File: config.mk
export PLATFORM = sky130hd
export DESIGN_NAME = sys_ctrl
export DESIGN_NICKNAME = d
export VERILOG_FILES = /design/src/rtl/sys_ctrl_pkg.sv /design/src/rtl/sys_ctrl_csr_regs.sv /design/src/rtl/sys_ctrl.sv
export SDC_FILE = /design/constraint.sdc
export NUM_CORES = 1
export LEC_CHECK = 0
export ABC_CLOCK_PERIOD_IN_PS = 2300
export BUFFER_PORTS_ARGS = -buffer_cell sky130_fd_sc_hd__clkbuf_2
export CORE_MARGIN = 8
export CORE_UTILIZATION = 35
export CTS_CLUSTER_SIZE = 28
export DETAILED_ROUTE_END_ITERATION = 6
export GPL_TIMING_DRIVEN = 0
export PLACE_DENSITY = 0.61
export SLEW_MARGIN = 20
export SYNTH_ARGS = -nofsm -noshare
export SYNTH_HDL_FRONTEND = slang
export SYNTH_SLANG_ARGS = --single-unit
File: constraint.sdc
create_clock -name clk -period 2.3 [get_ports clk]
set_input_delay 0.115 -clock clk [delete_from_list [all_inputs] [get_ports clk]]
set_output_delay 0.115 -clock clk [all_outputs]
set_load 0.05 [all_outputs]
File: src/rtl/sys_ctrl_pkg.sv
// Shared definitions for the machine-mode system controller: CSR addresses,
// trap cause codes, mstatus/mie/mip bit positions and the sequencer state.
package sys_ctrl_pkg;

    localparam logic [11:0] CSR_MSTATUS  = 12'h300;
    localparam logic [11:0] CSR_MIE      = 12'h304;
    localparam logic [11:0] CSR_MTVEC    = 12'h305;
    localparam logic [11:0] CSR_MSCRATCH = 12'h340;
    localparam logic [11:0] CSR_MEPC     = 12'h341;
    localparam logic [11:0] CSR_MCAUSE   = 12'h342;
    localparam logic [11:0] CSR_MIP      = 12'h344;
    localparam logic [11:0] CSR_MCYCLE   = 12'hB00;

    // Exception codes; the interrupt code is combined with the XLEN-1 interrupt flag.
    localparam int unsigned CAUSE_ILLEGAL  = 2;
    localparam int unsigned CAUSE_BREAK    = 3;
    localparam int unsigned CAUSE_ECALL    = 11;
    localparam int unsigned CAUSE_MEXT_IRQ = 11;

    localparam int MSTATUS_MIE    = 3;
    localparam int MSTATUS_MPIE   = 7;
    localparam int MSTATUS_MPP_LO = 11;
    localparam int MSTATUS_MPP_HI = 12;
    localparam int MIE_MEIE       = 11;
    localparam int MIP_MEIP       = 11;

    typedef enum logic [1:0] {
        ST_IDLE,
        ST_TRAP,
        ST_WFI
    } state_e;

    typedef enum logic [1:0] {
        CSR_OP_RW,
        CSR_OP_RS,
        CSR_OP_RC
    } csr_op_e;

endpackage

File: src/rtl/sys_ctrl_csr_regs.sv
// Machine-mode CSR storage, read mux and read-modify-write arithmetic.
// Optional SYS_CTRL_MCYCLE_EN adds a free-running, writable mcycle at 0xB00.
module sys_csr_regs
    import sys_ctrl_pkg::*;
#(
    parameter int              XLEN        = 64,
    parameter logic [XLEN-1:0] MTVEC_RESET = '0
) (
    input  logic            clk,
    input  logic            rst,
    input  logic            irq_ext_i,
    input  logic [11:0]     addr_i,
    input  logic            op_en_i,
    input  csr_op_e         op_i,
    input  logic [XLEN-1:0] rs1_data_i,
    input  logic            rs1_zero_i,
    input  logic            trap_i,
    input  logic [XLEN-1:0] trap_epc_i,
    input  logic [XLEN-1:0] trap_cause_i,
    input  logic            mret_i,
    output logic [XLEN-1:0] rdata_o,
    output logic            addr_ok_o,
    output logic [XLEN-1:0] mtvec_o,
    output logic [XLEN-1:0] mepc_o,
    output logic            mstatus_mie_o,
    output logic            mie_meie_o
);

    localparam logic [XLEN-1:0] ALIGN4 = {{(XLEN-2){1'b1}}, 2'b00};

    logic            mie_q, mie_d;
    logic            mpie_q, mpie_d;
    logic            meie_q, meie_d;
    logic [XLEN-1:0] mtvec_q, mtvec_d;
    logic [XLEN-1:0] mscratch_q, mscratch_d;
    logic [XLEN-1:0] mepc_q, mepc_d;
    logic [XLEN-1:0] mcause_q, mcause_d;
`ifdef SYS_CTRL_MCYCLE_EN
    logic [XLEN-1:0] mcycle_q, mcycle_d;
`endif

    logic [XLEN-1:0] rdata;
    logic            addr_ok;
    logic [XLEN-1:0] wdata;
    logic            we;

    always_comb begin
        rdata   = '0;
        addr_ok = 1'b1;
        case (addr_i)
            CSR_MSTATUS: begin
                rdata[MSTATUS_MIE]                   = mie_q;
                rdata[MSTATUS_MPIE]                  = mpie_q;
                rdata[MSTATUS_MPP_HI:MSTATUS_MPP_LO] = 2'b11;
            end
            CSR_MIE:      rdata[MIE_MEIE] = meie_q;
            CSR_MTVEC:    rdata = mtvec_q;
            CSR_MSCRATCH: rdata = mscratch_q;
            CSR_MEPC:     rdata = mepc_q;
            CSR_MCAUSE:   rdata = mcause_q;
            CSR_MIP:      rdata[MIP_MEIP] = irq_ext_i;
`ifdef SYS_CTRL_MCYCLE_EN
            CSR_MCYCLE:   rdata = mcycle_q;
`endif
            default:      addr_ok = 1'b0;
        endcase
    end

    // Set/clear with rs1 = x0 is a pure read and must not disturb the CSR.
    always_comb begin
        case (op_i)
            CSR_OP_RS: wdata = rdata | rs1_data_i;
            CSR_OP_RC: wdata = rdata & ~rs1_data_i;
            default:   wdata = rs1_data_i;
        endcase
        we = op_en_i & addr_ok & ((op_i == CSR_OP_RW) | ~rs1_zero_i);
    end

    always_comb begin
        mie_d      = mie_q;
        mpie_d     = mpie_q;
        meie_d     = meie_q;
        mtvec_d    = mtvec_q;
        mscratch_d = mscratch_q;
        mepc_d     = mepc_q;
        mcause_d   = mcause_q;
        if (trap_i) begin
            mepc_d   = trap_epc_i & ALIGN4;
            mcause_d = trap_cause_i;
            mpie_d   = mie_q;
            mie_d    = 1'b0;
        end else if (mret_i) begin
            mie_d  = mpie_q;
            mpie_d = 1'b1;
        end else if (we) begin
            case (addr_i)
                CSR_MSTATUS: begin
                    mie_d  = wdata[MSTATUS_MIE];
                    mpie_d = wdata[MSTATUS_MPIE];
                end
                CSR_MIE:      meie_d     = wdata[MIE_MEIE];
                CSR_MTVEC:    mtvec_d    = wdata & ALIGN4;
                CSR_MSCRATCH: mscratch_d = wdata;
                CSR_MEPC:     mepc_d     = wdata & ALIGN4;
                CSR_MCAUSE:   mcause_d   = wdata;
                default:      ;
            endcase
        end
    end

`ifdef SYS_CTRL_MCYCLE_EN
    // A software write replaces, rather than adds to, this cycle's increment.
    always_comb begin
        mcycle_d = mcycle_q + XLEN'(1);
        if (we && addr_i == CSR_MCYCLE) begin
            mcycle_d = wdata;
        end
    end

    always_ff @(posedge clk) begin
        if (rst) begin
            mcycle_q <= '0;
        end else begin
            mcycle_q <= mcycle_d;
        end
    end
`endif

    always_ff @(posedge clk) begin
        if (rst) begin
            mie_q      <= 1'b0;
            mpie_q     <= 1'b0;
            meie_q     <= 1'b0;
            mtvec_q    <= MTVEC_RESET & ALIGN4;
            mscratch_q <= '0;
            mepc_q     <= '0;
            mcause_q   <= '0;
        end else begin
            mie_q      <= mie_d;
            mpie_q     <= mpie_d;
            meie_q     <= meie_d;
            mtvec_q    <= mtvec_d;
            mscratch_q <= mscratch_d;
            mepc_q     <= mepc_d;
            mcause_q   <= mcause_d;
        end
    end

    assign rdata_o       = rdata;
    assign addr_ok_o     = addr_ok;
    assign mtvec_o       = mtvec_q;
    assign mepc_o        = mepc_q;
    assign mstatus_mie_o = mie_q;
    assign mie_meie_o    = meie_q;

endmodule

File: src/rtl/sys_ctrl.sv
// Machine-mode system op sequencer: CSR ops, ecall/ebreak/mret/wfi, trap entry
// and front-end redirect. SYS_CTRL_MCYCLE_EN enables the mcycle CSR.
module sys_ctrl
    import sys_ctrl_pkg::*;
#(
    parameter int              XLEN        = 64,
    parameter logic [XLEN-1:0] MTVEC_RESET = 64'h0
) (
    input  logic            clk,
    input  logic            rst,
    input  logic            op_valid,
    output logic            op_ready,
    input  logic [XLEN-1:0] pc,
    input  logic [XLEN-1:0] rs1_data,
    input  logic            rs1_zero,
    input  logic            ecall_op,
    input  logic            ebreak_op,
    input  logic            mret_op,
    input  logic            wfi_op,
    input  logic            csrrw_op,
    input  logic            csrrs_op,
    input  logic            csrrc_op,
    input  logic [11:0]     csr_addr,
    input  logic            irq_ext,
    output logic            rd_valid,
    output logic [XLEN-1:0] rd_data,
    output logic            redirect,
    output logic [XLEN-1:0] redirect_pc
);

    localparam logic [XLEN-1:0] IRQ_CAUSE = {1'b1, {(XLEN-1){1'b0}}} | XLEN'(CAUSE_MEXT_IRQ);

    state_e          state_q, state_d;
    logic            rd_valid_q, rd_valid_d;
    logic [XLEN-1:0] rd_data_q, rd_data_d;
    logic            redirect_q, redirect_d;
    logic [XLEN-1:0] redirect_pc_q, redirect_pc_d;
    logic [XLEN-1:0] wfi_pc_q, wfi_pc_d;

    logic            csr_en, trap_en, mret_en;
    logic [XLEN-1:0] trap_epc, trap_cause;
    csr_op_e         csr_op;
    logic [XLEN-1:0] csr_rdata, mtvec, mepc;
    logic            csr_addr_ok, mstatus_mie, mie_meie;

    logic [6:0] op_bits;
    logic       multi_op, is_csr, accept, irq_pend, wake;

    assign op_bits  = {ecall_op, ebreak_op, mret_op, wfi_op, csrrw_op, csrrs_op, csrrc_op};
    assign multi_op = |(op_bits & (op_bits - 7'd1));
    assign is_csr   = csrrw_op | csrrs_op | csrrc_op;
    assign accept   = op_valid & op_ready;
    assign wake     = irq_ext & mie_meie;
    assign irq_pend = wake & mstatus_mie;
    assign csr_op   = csrrw_op ? CSR_OP_RW : (csrrs_op ? CSR_OP_RS : CSR_OP_RC);

    sys_csr_regs #(
        .XLEN        (XLEN),
        .MTVEC_RESET (MTVEC_RESET)
    ) u_csr (
        .clk           (clk),
        .rst           (rst),
        .irq_ext_i     (irq_ext),
        .addr_i        (csr_addr),
        .op_en_i       (csr_en),
        .op_i          (csr_op),
        .rs1_data_i    (rs1_data),
        .rs1_zero_i    (rs1_zero),
        .trap_i        (trap_en),
        .trap_epc_i    (trap_epc),
        .trap_cause_i  (trap_cause),
        .mret_i        (mret_en),
        .rdata_o       (csr_rdata),
        .addr_ok_o     (csr_addr_ok),
        .mtvec_o       (mtvec),
        .mepc_o        (mepc),
        .mstatus_mie_o (mstatus_mie),
        .mie_meie_o    (mie_meie)
    );

    always_ff @(posedge clk) begin
        if (rst) begin
            state_q       <= ST_IDLE;
            rd_valid_q    <= 1'b0;
            rd_data_q     <= '0;
            redirect_q    <= 1'b0;
            redirect_pc_q <= '0;
            wfi_pc_q      <= '0;
        end else begin
            state_q       <= state_d;
            rd_valid_q    <= rd_valid_d;
            rd_data_q     <= rd_data_d;
            redirect_q    <= redirect_d;
            redirect_pc_q <= redirect_pc_d;
            wfi_pc_q      <= wfi_pc_d;
        end
    end

    // A pending interrupt outranks whatever op is presented; the op is dropped.
    always_comb begin
        state_d       = state_q;
        rd_valid_d    = 1'b0;
        rd_data_d     = rd_data_q;
        redirect_d    = 1'b0;
        redirect_pc_d = redirect_pc_q;
        wfi_pc_d      = wfi_pc_q;
        csr_en        = 1'b0;
        trap_en       = 1'b0;
        mret_en       = 1'b0;
        trap_epc      = pc;
        trap_cause    = '0;
        case (state_q)
            ST_IDLE: begin
                if (accept) begin
                    if (irq_pend) begin
                        trap_en    = 1'b1;
                        trap_cause = IRQ_CAUSE;
                    end else if (multi_op || (is_csr && !csr_addr_ok)) begin
                        trap_en    = 1'b1;
                        trap_cause = XLEN'(CAUSE_ILLEGAL);
                    end else if (ecall_op) begin
                        trap_en    = 1'b1;
                        trap_cause = XLEN'(CAUSE_ECALL);
                    end else if (ebreak_op) begin
                        trap_en    = 1'b1;
                        trap_cause = XLEN'(CAUSE_BREAK);
                    end else if (mret_op) begin
                        mret_en       = 1'b1;
                        redirect_d    = 1'b1;
                        redirect_pc_d = mepc;
                    end else if (wfi_op) begin
                        state_d  = ST_WFI;
                        wfi_pc_d = pc;
                    end else if (is_csr) begin
                        csr_en     = 1'b1;
                        rd_valid_d = 1'b1;
                        rd_data_d  = csr_rdata;
                    end
                    if (trap_en) begin
                        state_d       = ST_TRAP;
                        redirect_d    = 1'b1;
                        redirect_pc_d = mtvec;
                    end
                end
            end
            ST_WFI: begin
                // Both wake paths spend one TRAP cycle issuing the redirect.
                if (wake) begin
                    state_d    = ST_TRAP;
                    redirect_d = 1'b1;
                    if (mstatus_mie) begin
                        trap_en       = 1'b1;
                        trap_epc      = wfi_pc_q + XLEN'(4);
                        trap_cause    = IRQ_CAUSE;
                        redirect_pc_d = mtvec;
                    end else begin
                        redirect_pc_d = wfi_pc_q + XLEN'(4);
                    end
                end
            end
            ST_TRAP: state_d = ST_IDLE;
            default: state_d = ST_IDLE;
        endcase
    end

    always_comb begin
        op_ready = (state_q == ST_IDLE);
    end

    assign rd_valid    = rd_valid_q;
    assign rd_data     = rd_data_q;
    assign redirect    = redirect_q;
    assign redirect_pc = redirect_pc_q;

endmodule
==> qor.csv, run 1 <==
stage,metric,value,unit
outcome,status,finished with violations,
outcome,violations,"design-rule violations, negative hold slack, negative setup slack",
critical_path,worstSetupPathType,flop to flop,
floorplanning,dieArea,69600,µm²
sta,tightest_slew,1300,ps
clocking,htreeDepth,2,
power,switching_share,0.270,
clocking,clk_latency,630,ps
sta,rsz0062_at_grt,yes,
floorplanning,fp.dieH,264,µm
critical_path,rr_startpoint,wfi_pc_q[8],
floorplanning,initial_core_util,0.351,
floorplanning,boundaryPins,283,
detailed_routing,routed_via_density,6.28,
synthesis,synth_top_family_by_area,compound AO/OA/AOI/OAI gates,
cells_and_area,final-instance-count-excl-fill,4078,
synthesis,synthArstFlopShare,0,
synthesis,ys.warnings.count,0,
power,vdd.ir_drop.worst,580,µV
floorplanning,coreArea,61300,µm²
clocking,cts_buffer_depth,3,
power,p_leak,11.5,nW
detailed_routing,drt_iter0_markers,4120,
sta,hold_viol,2,
synthesis,synth_compound_area_frac,0.260,
min_path,hp-class,primary input to flop,
cells_and_area,drive_above_1_share,0.335,
detailed_routing,routed_wl,121000,µm
clocking,clock-sinks,451,
global_routing,grt_pass1_vias,23100,
detailed_routing,vias,25600,
power,power_frac_seq,0.445,
min_path,worstHoldStart,rs1_data[12],
global_routing,antenna_found_initial,6,
sta,setup_ws,-374,ps
synthesis,synthSimpleGateAreaFrac,0.219,
sta,hold_ws,-16.1,ps
power,intPower,13.1,mW
run,drv_cap,0,
detailed_routing,post_drt_wl_per_cell,29.6,µm
place,dp_hpwl,87700,µm
cells_and_area,syn_to_final_growth,44.9,%
sta,fmax,374,MHz
synthesis,yosys_register_bits,451,
synthesis,postSynthAreaPerCell,8.04,µm²
power,switching_power,4.85,mW
sta,fin_skew,21.2,ps
power,pwr-share-comb,0.095,
sta,setup_viol,112,
global_routing,grt_max_degree,20,
clocking,clk_pin_slew,60,ps
power,powerDensity,577,nW/µm²
floorplanning,rows,91,
cells_and_area,nFillCells,5731,
sta,max_slew_margin,0.134,
detailed_routing,antenna_left,0,
clocking,cts_buffers,50,
synthesis,synth_xor_area_frac,0.0244,
global_routing,track_usage,0.315,
critical_path,end_kind,flop,
global_routing,overflow,0,
synthesis,syn_area,21500,µm²
synthesis,synth_cells,2675,
synthesis,synthMuxAreaShare,0.0279,
power,finalPower,18.0,mW
synthesis,synth_nets,2828,
critical_path,worstPathArrival,3190,ps
synthesis,synthFlopType,dfxtp_1,
global_routing,grt_pass1_wl,163000,µm
place,placed_cells,3748,
synthesis,synth_cell_types,81,
sta,post-route-period-util,1.16,
critical_path,critPathRequiredTime,2820,ps
sta,period_minus_slack,2670,ps
critical_path,reg2reg_depth,9,
detailed_routing,first_pass_iters,7,
clocking,tritoncts,built,
synthesis,synth_top_area_cell,dfxtp_1,
floorplanning,die_x,264,µm
power,power_frac_clock,0.460,
critical_path,critPathLaunch,wfi_pc_q[8],
cells_and_area,fin_nets,3400,
clocking,cts-root-buf,clkbuf_16,
synthesis,synth_top_area_frac,0.420,
critical_path,cp_max_fo,3,
sta,drv_slew,0,
place,port_buffers,281,
cells_and_area,final_core_util,0.509,
synthesis,synth_edf_count,0,
min_path,hold_path_depth,4,
critical_path,start_kind,flop,
detailed_routing,drc,6,
synthesis,synth.area.top_cells,"dfxtp_1 42%, nand2_1 7.9%, nor2_1 6.8%, a21oi_1 5.9%, a211oi_1 5.4%",
synthesis,synthAdderAreaFrac,0.00111,
place,globalplace.congestion,1.05,
synthesis,seq_area_frac_synth,0.420,
timing repair:
action | CTS | global route
setup endpoints to repair | 446 | 414
gates resized for setup | 352 | 513
hold endpoints to repair | 205 | 11
pin swaps | 77 | 178
hold buffers | 97 | 6
setup buffers | 68 | 62
cloned | 2 | 19
sequential cells by signal, indices dropped and copies added (netlist names):
register and count:
u_csr.mie_meie_o 1, u_csr.mepc_o 62, redirect 1, u_csr.mtvec_o 62, rd_valid 1, wfi_pc_q 64
state_q 2, rd_data 64, u_csr.mstatus_mie_o 1, redirect_pc 64, u_csr.mcause_q 64, u_csr.mscratch_q 64
u_csr.mpie_q 1
cell usage in the layout (no fill, tap or decap), types with 15 or more instances in the layout:
cell type and count:
nor3_4 17, nor2_2 33, buf_4 107, nand2b_1 26
a22oi_1 34, buf_12 20, nand2_4 18, clkbuf_16 70
nor4_4 15, xnor2_2 18, a211oi_1 95, o32ai_1 25
o31ai_1 24, a21oi_1 207, nor2_1 349, nor4_1 26
mux2i_1 41, o21ai_1 17, o31a_1 18, buf_2 27
buf_8 20, o21ai_0 20, mux2_2 15, nand4_1 25
a21oi_2 43, a211oi_2 75, dfxtp_1 426, o22ai_1 43
o221ai_2 19, nor3_1 16, nand3_1 38, a221o_1 22
clkbuf_1 69, dlygate4sd3_1 103, clkbuf_2 327, xnor2_1 23
buf_6 59, nand2_1 425
critical path: stages, from the launching register on:
cell and delay, ps:
dfxtp_4 380, nand4_1 150, buf_4 170, or4_4 580
buf_6 150, buf_6 110, nor4_4 350, xor2_2 250
o22ai_2 130, nor4_1 300
per-stage QoR:
stage	hold slack, ps	area [µm²]	setup TNS, ps	setup WS, ps
global route	29.3	31200	-14310	-355
finish	-16.1	31200	-10960	-374
floorplan	255	21500	0	5.57
global placement	349	23900	-549720	-2300
CTS	0.0765	28400	-3880	-196
detailed placement	358	23900	-503970	-1640
Yosys cell counts, types with 5 or more instances:
cell type / count
nand2_1: 454
dfxtp_1: 451
nor2_1: 392
a21oi_1: 253
a211oi_1: 154
clkbuf_1: 148
buf_2: 72
o22ai_1: 52
a22oi_1: 46
nand3_1: 45
mux2i_1: 43
xnor2_1: 43
nor4_1: 42
o31ai_1: 40
o21ai_0: 33
o221ai_1: 31
nand2b_1: 29
o32ai_1: 29
nor3_1: 28
nand4_1: 25
a221o_1: 22
o31a_1: 18
a211oi_2: 17
a221oi_1: 17
xor2_1: 17
and3_1: 16
mux2_2: 15
a222oi_1: 12
o31ai_4: 10
and4_1: 9
buf_1: 7
inv_1: 7
o21ai_1: 7
a311oi_1: 5
or4_1: 5
power groups by stage:
stage          logic (mW)  clock network, mW  registers (mW)
2_1_floorplan       0.618                  0            8.14
3_3_place_gp         1.29                  0            8.18
3_5_place_dp         1.29                  0            8.18
4_1_cts              1.51               8.22            8.00
5_1_grt              1.73               8.53            8.01
6_report             1.71               8.27            8.01
routing by layer:
| metal | GRT usage | up-vias | share of wire | routed length (µm) |
|---|---|---|---|---|
| met5 | 0 | - | 0.00079 | 95 |
| li1 | - | 10900 | - | - |
| met2 | 0.468 | 2078 | 0.42 | 50500 |
| met1 | 0.393 | 12200 | 0.37 | 44200 |
| met3 | 0.0954 | 531 | 0.13 | 15800 |
| met4 | 0.204 | 8 | 0.082 | 9870 |
worst paths after layout:
path | end | slack, ps
hold / removal | u_csr.mscratch_q[12] | -20
setup reg to reg | u_csr.mepc_o[49] | -370
hold reg to reg | redirect_pc[51] | 450
setup / recovery | u_csr.mepc_o[49] | -370
layout make-up:
cell class,count,area [µm²],area share
inverter,7,26.3,0.000843
timing repair buffer,535,4130,0.132
multi-input combinational,1983,13600,0.437
antenna,3,7.51,0.000241
buffer,219,1700,0.0545
sequential,451,9090,0.291
tap,790,988,0.0317
clock inverter,16,176,0.00566
clock buffer,74,1440,0.0463
cells by family after synthesis:
kind of cell	count (synthesis)
DFF	451
buffers and inverters	241
adders and majority gates	2
and+or+nand+nor	1082
muxes	58
xor gates and xnor gates	60
AOI/OAI and AO/OA	781
No activity file was read; power rests on OpenSTA's default activity.
==> inputs of run 2 (changes only) <==
--- a/config.mk
+++ b/config.mk
@@ -6,13 +6,14 @@
 export NUM_CORES = 1
 export LEC_CHECK = 0
 export ABC_CLOCK_PERIOD_IN_PS = 2300
-export BUFFER_PORTS_ARGS = -buffer_cell sky130_fd_sc_hd__clkbuf_2
 export CORE_MARGIN = 8
 export CORE_UTILIZATION = 35
+export CTS_BUF_LIST = sky130_fd_sc_hd__clkbuf_4 sky130_fd_sc_hd__clkbuf_8
 export CTS_CLUSTER_SIZE = 28
 export DETAILED_ROUTE_END_ITERATION = 6
+export DONT_BUFFER_PORTS = 1
 export GPL_TIMING_DRIVEN = 0
-export PLACE_DENSITY = 0.61
+export PLACE_DENSITY = 0.57
 export SLEW_MARGIN = 20
 export SYNTH_ARGS = -nofsm -noshare
 export SYNTH_HDL_FRONTEND = slang
==> run 2 against run 1 <==
  * The flow finishes with violations (negative hold slack, negative setup slack)
  * Via count is 2.4% lower
  * Hold slack improved by 16 ps
  * Clock power about the same
  * Count of clock-buffer cells in the layout rose by 52
  * Clock skew grew 38 ps
  * Routed wire length is 6.4% higher
  * Cell count decreased by 4.3%
  * Sequential share of layout area shrank 0.10 points
  * Die area is the same
  * Flip-flop and latch count is the same
  * Total power decreased by 0.34%
  * Critical path type unchanged
  * Critical endpoint is now u_csr.mepc_o[55]
  * Largest cell class unchanged
==> qor.csv, run 2 (synthesized netlist as in run 1, its figures left out) <==
stage,metric,value,unit
critical_path,crit_path_top_delay_cell,or4_4,
critical_path,rr_startpoint,wfi_pc_q[6],
run,drv_cap,0,
global_routing,overflow,0,
cells_and_area,final_area,31300,µm²
sta,rsz0062_at_grt,yes,
sta,setup_viol,272,
sta,tightest_slew,1230,ps
sta,post-route-period-util,1.17,
critical_path,start_kind,flop,
power,powerDensity,573,nW/µm²
clocking,cts_buffer_depth,3,
detailed_routing,routed_wl,128000,µm
clocking,tritoncts,built,
place,placed_cells,3467,
cells_and_area,layout_common_cells,"421 x dfxtp_1, 420 x nand2_1, 307 x nor2_1",
sta,fmax,371,MHz
detailed_routing,antenna_left,0,
critical_path,crit_family,simple AND/OR/NAND/NOR gates,
clocking,clk_latency,720,ps
global_routing,grt_pass1_wl,169000,µm
critical_path,worstPathArrival,3270,ps
min_path,worstHoldStart,rs1_data[36],
clocking,clk_pin_slew,60,ps
sta,period_minus_slack,2690,ps
outcome,status,finished with violations,
power,finalPower,17.9,mW
critical_path,path_depth,11,
detailed_routing,first_pass_iters,7,
clocking,cts_buffers,83,
min_path,min_to,u_csr.mtvec_o[36],
floorplanning,initial_core_util,0.351,
cells_and_area,drive_above_1_share,0.322,
critical_path,reg2reg_depth,11,
min_path,hp-class,primary input to flop,
sta,max_slew_margin,0.180,
global_routing,track_usage,0.331,
outcome,violations,"negative hold slack, negative setup slack",
min_path,hold_path_depth,3,
place,place_area,22500,µm²
cells_and_area,layout_commonest_cell,dfxtp_1,
place,globalplace.congestion,1.02,
floorplanning,rows,91,
floorplanning,die_x,264,µm
sta,setup_ws,-392,ps
global_routing,grt_max_degree,12,
sta,drv_slew,0,
detailed_routing,routed_via_density,6.41,
sta,fin_skew,59.2,ps
detailed_routing,vias,25000,
critical_path,rr_endpoint,u_csr.mepc_o[55],
global_routing,grt_pass1_vias,23000,
power,p_leak,10.7,nW
cells_and_area,final-instance-count-excl-fill,3902,
critical_path,end_kind,flop,
detailed_routing,post_drt_wl_per_cell,32.8,µm
floorplanning,dieArea,69600,µm²
critical_path,cp_cell_sequence,nand4_1 > buf_6 > or4_4 > buf_4 > buf_6 > buf_8 > nor4_4 > xnor2_2 > nor2_1 > a21oi_2 > o22ai_1,
clocking,htreeDepth,3,
floorplanning,coreArea,61300,µm²
critical_path,cp_slowest_stage_delay,570,ps
cells_and_area,syn_to_final_growth,45.5,%
cells_and_area,fin_nets,3199,
detailed_routing,drt_iter0_markers,3519,
place,dp_hpwl,92900,µm
sta,hold_ws,-0.273,ps
critical_path,worstSetupPathType,flop to flop,
floorplanning,boundaryPins,283,
sta,hold_viol,1,
global_routing,antenna_found_initial,12,
critical_path,critPathRequiredTime,2880,ps
critical_path,cp_max_fo,5,
clocking,cts-root-buf,clkbuf_8,
floorplanning,fp.dieH,264,µm
detailed_routing,drc,0,
critical_path,r2r_slack,-390,ps
sta,tns,-26130,ps
place,port_buffers,0,
power,vdd.ir_drop.worst,372,µV
critical_path,worst_path_most_repeated_cell,buf_6,
clocking,clock-sinks,451,
critical_path,cp_num_buf_inv,4,
-- run 2: cell count changes in the layout (fill, tap and decap cells not counted), moves of 21 or more --
cell,delta
clkbuf_4,+26
nor2_4,+40
nor2_1,-42
clkbuf_16,-39
buf_12,+21
a211oi_1,-49
dlygate4sd3_1,+37
clkbuf_8,+86
clkbuf_2,-284
a211oi_2,+49
-- run 2: final cells by class --
| cell class | count | area, µm² |
|---|---|---|
| well taps | 790 | 988 |
| flip-flops and latches | 451 | 9090 |
| clock inverters | 17 | 155 |
| repair buffers | 298 | 3360 |
| plain buffers | 221 | 1860 |
| clock buffers | 126 | 1550 |
| fillers | 5739 | 30000 |
| multi-input cells | 1984 | 14200 |
| diodes | 8 | 20.0 |
| inverters | 7 | 26.3 |
-- run 2: through the flow --
| stage | hold slack (ps) | utilization | setup WS (ps) |
|---|---|---|---|
| 2_1_floorplan | 255 | - | 5.57 |
| 3_3_place_gp | 258 | 0.368 | -2000 |
| 3_5_place_dp | 262 | 0.368 | -1710 |
| 4_1_cts | 1.19 | 0.452 | -183 |
| 5_1_grt | -0.133 | 0.511 | -424 |
| 6_report | -0.273 | 0.511 | -392 |
-- run 2: worst max-delay path by stage --
stage,start,to,slack [ps]
floorplan,wfi_pc_q[2],redirect_pc[42],6
global placement,csr_addr[3],rd_data[18],-2000
detailed placement,csr_addr[0],u_csr.mepc_o[32],-1710
CTS,wfi_pc_q[4],redirect_pc[63],-180
global route,wfi_pc_q[7],u_csr.mepc_o[55],-420
finish,wfi_pc_q[6],u_csr.mepc_o[55],-390
-- run 2: repair_timing --
item / in CTS / in global routing
setup buffers: 62 / 60
gates cloned: 2 / 32
setup endpoints to repair: 428 / 417
gates resized for setup: 389 / 630
endpoints found under the hold margin: 365 / 2
hold buffers: 139 / 1
pin swaps: 64 / 234
-- run 2: tightest hold or removal path, cell delays in order --
cell and delay (ps):
nor2_1 100, a22oi_2 190, a211oi_2 250
-- run 2: report_power, final --
part / switching [mW] / leakage [nW] / internal, mW
sequential: 0.166 / 3.66 / 7.89
clock: 3.76 / 0.906 / 4.52
combinational: 1.08 / 6.15 / 0.510
total: 5.01 / 10.7 / 12.9
-- run 2: metal layers --
layer / GRT usage / vias to the layer above / wire (µm)
met1: 0.400 / 12100 / 46400
met5: 0 / - / 147
met4: 0.198 / 10 / 9180
met3: 0.111 / 468 / 16900
li1: - / 10500 / -
met2: 0.510 / 1893 / 55600
